File: src/rtl/bcd_time_field.sv
// ============================================================================
// Module   : bcd_time_field
// Purpose  : Wrap-around time field counter with registered packed-BCD output
// Revision : 1.0 - initial release
// ============================================================================
`default_nettype none

module bcd_time_field #(
   parameter int MODULO  = 24,
   parameter int ES_HORA = 1,
   parameter int INIT    = 0
) (
   input  logic       Clock,
   input  logic       Reset,
   input  logic       Formato,
   input  logic       Inc,
   input  logic       Dec,
   input  logic       Tick,
   input  logic       Load,
   input  logic [6:0] Load_val,
   input  logic       Blank,
   output logic [6:0] Valor,
   output logic [7:0] Dato_out,
   output logic       Carry_out,
   output logic       Borrow_out,
   output logic       Error
);

   localparam logic [6:0] C_MOD  = 7'(MODULO);
   localparam logic [6:0] C_MAX  = 7'(MODULO - 1);
   localparam logic [6:0] C_INIT = 7'(INIT);

   logic       step_up;
   logic       step_dn;
   logic [3:0] mod12;
   logic [3:0] h12;
   logic [7:0] bcd_plain;
   logic [7:0] bcd_12h;
   logic [7:0] enc;

   assign step_up = (Inc | Tick) & ~Dec;
   assign step_dn = Dec & ~(Inc | Tick);

   // Tens digit fits in 3 bits because MODULO never exceeds 80.
   assign bcd_plain = {1'b0, 3'(Valor / 7'd10), 4'(Valor % 7'd10)};

   assign mod12   = 4'(Valor % 7'd12);
   assign h12     = (mod12 == 4'd0) ? 4'd12 : mod12;
   assign bcd_12h = {(Valor < 7'd12),
                     (h12 >= 4'd10) ? 3'd1 : 3'd0,
                     (h12 >= 4'd10) ? (h12 - 4'd10) : h12};

   always_comb begin
      enc = bcd_plain;
      if (Blank)
         enc = 8'hFF;
      else if ((ES_HORA != 0) && !Formato)
         enc = bcd_12h;
   end

   always_ff @(posedge Clock) begin
      if (Reset) begin
         Valor      <= C_INIT;
         Dato_out   <= 8'h00;
         Carry_out  <= 1'b0;
         Borrow_out <= 1'b0;
         Error      <= 1'b0;
      end else begin
         Dato_out   <= enc;
         Carry_out  <= 1'b0;
         Borrow_out <= 1'b0;
         Error      <= 1'b0;
         if (Load) begin
            if (Load_val < C_MOD)
               Valor <= Load_val;
            else
               Error <= 1'b1;
         end else if (step_up) begin
            if (Valor == C_MAX) begin
               Valor     <= 7'd0;
               Carry_out <= 1'b1;
            end else begin
               Valor <= Valor + 7'd1;
            end
         end else if (step_dn) begin
            if (Valor == 7'd0) begin
               Valor      <= C_MAX;
               Borrow_out <= 1'b1;
            end else begin
               Valor <= Valor - 7'd1;
            end
         end
      end
   end

endmodule

`default_nettype wire

File: config.mk
export PLATFORM = sky130hd
export DESIGN_NAME = bcd_time_field
export DESIGN_NICKNAME = d
export VERILOG_FILES = /design/src/rtl/bcd_time_field.sv
export SDC_FILE = /design/constraint.sdc
export NUM_CORES = 1
export LEC_CHECK = 0
export ABC_AREA = 1
export BUFFER_PORTS_ARGS = -buffer_cell sky130_fd_sc_hd__buf_2
export CAP_MARGIN = 20
export CORE_ASPECT_RATIO = 1.2
export CORE_MARGIN = 4
export CORE_UTILIZATION = 45
export CTS_CLUSTER_SIZE = 24
export DETAILED_ROUTE_END_ITERATION = 16
export HOLD_SLACK_MARGIN = 0.08
export PLACE_DENSITY = 0.71
export SYNTH_ARGS = -nofsm -noshare
export SYNTH_HDL_FRONTEND = slang
export SYNTH_SLANG_ARGS = --single-unit
File: constraint.sdc
create_clock -name Clock -period 1.9 [get_ports Clock]
set_clock_uncertainty 0.15 [all_clocks]
set_input_delay 0.19 -clock Clock [delete_from_list [all_inputs] [get_ports Clock]]
set_output_delay 0.19 -clock Clock [all_outputs]
set_load 0.01 [all_outputs]
==> out/qor.csv <==
stage,metric,value,unit
sta,FMAX,473,MHz
sta,final setup margin,-214,ps
setup_path,critical path's largest stage delay,400,ps
setup_path,Setup crit end kind,flop,
drt,Post-Route WL,3980,microns
setup_path,CP cell instances,inv_6 > nand2_4 > nand2_2 > nand2_2 > nand2_4 > nand2_2 > nand2_2 > nand2_2 > o21ai_2 > nand2_2 > ha_4 > inv_2 > nand3_2 > nand2_2 > inv_2 > nand3_1 > nand3_2 > a21oi_2,
yosys,most common cell in the netlist,nand2_1,
yosys,Ys Warns,0,
cts,"Reg clk slew, reported paths",120,ps
setup_path,Arrival @ worst endpoint,2210,ps
drt,Initial DRT Pass Iterations,4,
outcome,failing checks,negative setup slack,
sta,final hold violations,0,
setup_path,Buf/Inv on CP,3,
finish,fraction of layout cells with a size suffix above 1,40.9,%
cts,CTS H-Tree Depth,1,
setup_path,Crit path required time,1990,ps
drt,Via Count,1725,
cts,Num CTS Buffers,3,
yosys,Synth area leader,dfxtp_1,
global_route,antenna violations before repair,0,
floorplan,Core Area,3140,sq um
sta,RSZ-0062 raised after global routing,true,
setup_path,crit path launch type,flop,
yosys,Mean Syn Cell Area,6.53,sq um
sta,"Min Clock Period, post-route",2110,ps
floorplan,Rows,22,
place,port bufs,32,
sta,"Slew Viols, Final",0,
yosys,synthesized area,1500,sq um
finish,Layout area overhead,39.1,%
setup_path,Setup CP Type,reg2reg,
setup_path,crit-path max FO,5,
cts,root buf cell,clkbuf_4,
drt,Residual DRC,0,
drt,number of routed nets with antenna violations,0,
finish,fin area,2090,sq um
power,maximum VDD drop,0.000466,V
yosys,number of synthesized flops with an enable pin,0,
setup_path,"delay-heaviest family, CP",simple AND/OR/NAND/NOR gates,
global_route,GR peak layer,met2,
floorplan,Die Ht,71.3,microns
global_route,vias in the first global route,1620,
drt,routed length per instance,12.0,microns
cts,Skew-Pair Late Insertion Delay,310,ps
place,GP Congestion,0.854,
place,cell area after placement,1890,sq um
sta,Final period util,111,%
floorplan,Initial Util,47.9,%
outcome,run status,"complete, but fails checks",
sta,Slew HR,71.6,%
yosys,largest cells by area after synthesis,"dfxtp_1 24%, nand2_1 11%, a21oi_1 8.3%",
global_route,GR Layer Usage met1,22.2,%
floorplan,Die W,60.8,microns
drt,Iter 0 DRT Violations,86,
yosys,Yosys top cell area share,24.0,%
floorplan,die area,4330,sq um
yosys,async set-reset flop share out of synthesis,0,%
global_route,largest net degree at the start of global routing,19,
cts,clock sinks,18,
power,PD cells,691,nW/um^2
yosys,syn nets,250,
sta,final setup vio count,4,
global_route,first-pass GRT wire length,6730,microns
finish,fillers,287,
place,DP Worst Slack,-169,ps
worst_hold_path,Hold WC Path Type,in2reg,
power,Pwr Total,1440,uW
yosys,sequential fraction of the synthesis area,24.0,%
global_route,Global Route Usage Sum,19.6,%
yosys,synth cell count leaders,"43 x nand2_1, 25 x a21oi_1, 21 x nand3_1, 18 x dfxtp_1, 18 x inv_1",
yosys,Post-Synthesis Cells,230,
global_route,routing usage on met3,2.16,%
yosys,distinct cell type count after synthesis,35,
yosys,"flops & latches, synth",18,
floorplan,Ports,33,
sta,Slew @ Worst Pin,425,ps
finish,antenna cells,0,
place,Post-DP HPWL,3080,microns
yosys,Post-synth top flop,dfxtp_1,
setup_path,slowest CP cell,dfxtp_4,
global_route,met2 Use GR,36.7,%
global_route,total grt overflow,0,
cts,Clock Path Buffers,2,
drt,Vias per Instance,5.20,
power,P_leak,0.00106,uW
finish,nets,317,
setup_path,Critical Path Most Common Cell,nand2_2,
cts,CTS tree,yes,
flow_run,max_cap viols,0,
[through the flow]
| step | instances | TNS, ps | hold WS [ps] | utilization (%) |
|---|---|---|---|---|
| finish | 332 | -618 | 85.6 | 66.6 |
| global route | 332 | -1650 | 106 | 66.6 |
| CTS | 331 | -339 | 85.8 | 64.6 |
| detailed placement | 318 | -472 | 340 | 60.3 |
| global placement | 318 | -264 | 334 | 60.3 |
| floorplan | 230 | -408 | 209 | - |
[cell families after synthesis]
kind of cell    count (synthesis)  synth area share (%)
flops                          18                  24.0
simple gates                  106                  34.1
xor+xnor                        8                  4.66
compound gates                 55                  21.2
buf+inv                        38                  11.9
fa+ha+maj                       5                  4.16
[layer usage]
layer,wire length (microns),up-vias
li1,-,898
met1,1620,775
met2,2130,45
met3,170,7
met4,58,0
met5,0,-
[worst min-delay path: cells and delay by family]
kind | cells | cell delay, ps
buffers and inverters | 1 | 90
AOI/OAI and AO/OA | 2 | 230
[layout make-up]
type	count	area, sq um	area share, %
timing repair buffer	71	470	22.5
sequential	18	373	17.8
clock buffer	4	36.3	1.74
inverter	29	119	5.69
multi-input combinational	174	1050	50.1
tap	36	45.0	2.15
[timing repair]
item | CTS | global route
setup endpoints to repair | 5 | 8
resized for setup | 4 | 16
pin swaps | 0 | 8
hold buffers | 7 | 0
hold endpoints to repair | 8 | 0
buffers inserted | 2 | 1
[cell usage in the layout (no fill, tap or decap), types with 2 or more instances in the layout]
cell	synthesis	layout
nor4_1	2	2
o211ai_1	5	5
nor3_1	4	4
o21ai_0	11	11
ha_1	5	4
inv_2	6	8
clkinv_1	2	2
buf_4	0	32
nand3_1	21	17
nor2_2	2	2
inv_4	2	2
inv_1	18	16
dlygate4sd3_1	0	7
o21ai_2	2	4
nand2_4	1	4
a31oi_2	1	2
nor2_4	3	3
nor2_1	16	16
dfxtp_4	0	3
nand2_2	10	13
nand3_2	2	6
xor2_1	7	7
buf_2	3	32
a21oi_1	25	23
dfxtp_1	18	14
nand4_1	2	2
a21oi_2	1	3
clkbuf_4	0	3
nand2_1	43	37
o21ai_1	5	3
[sequential cells by signal, summed over array words and instances (netlist names)]
name        flops
Borrow_out      1
Carry_out       1
Dato_out        8
Error           1
Valor           7
[worst paths after layout]
check	slack, ps	cells past startpoint	startpoint	endpoint
worst max register to register	-210	18	Valor[4]	Dato_out[1]
worst max-delay path	-210	18	Valor[4]	Dato_out[1]
worst min register to register	390	2	Valor[0]	Dato_out[0]
worst min-delay path	90	3	Load_val[3]	Valor[3]
[power breakdown]
group / leakage (uW) / internal, uW / switching [uW]
Sequential: 0.000152 / 412 / 25.8
Combinational: 0.000886 / 330 / 423
Clock: 0.0000210 / 117 / 137
Total: 0.00106 / 858 / 586
Power figures use the tool's default switching activity.
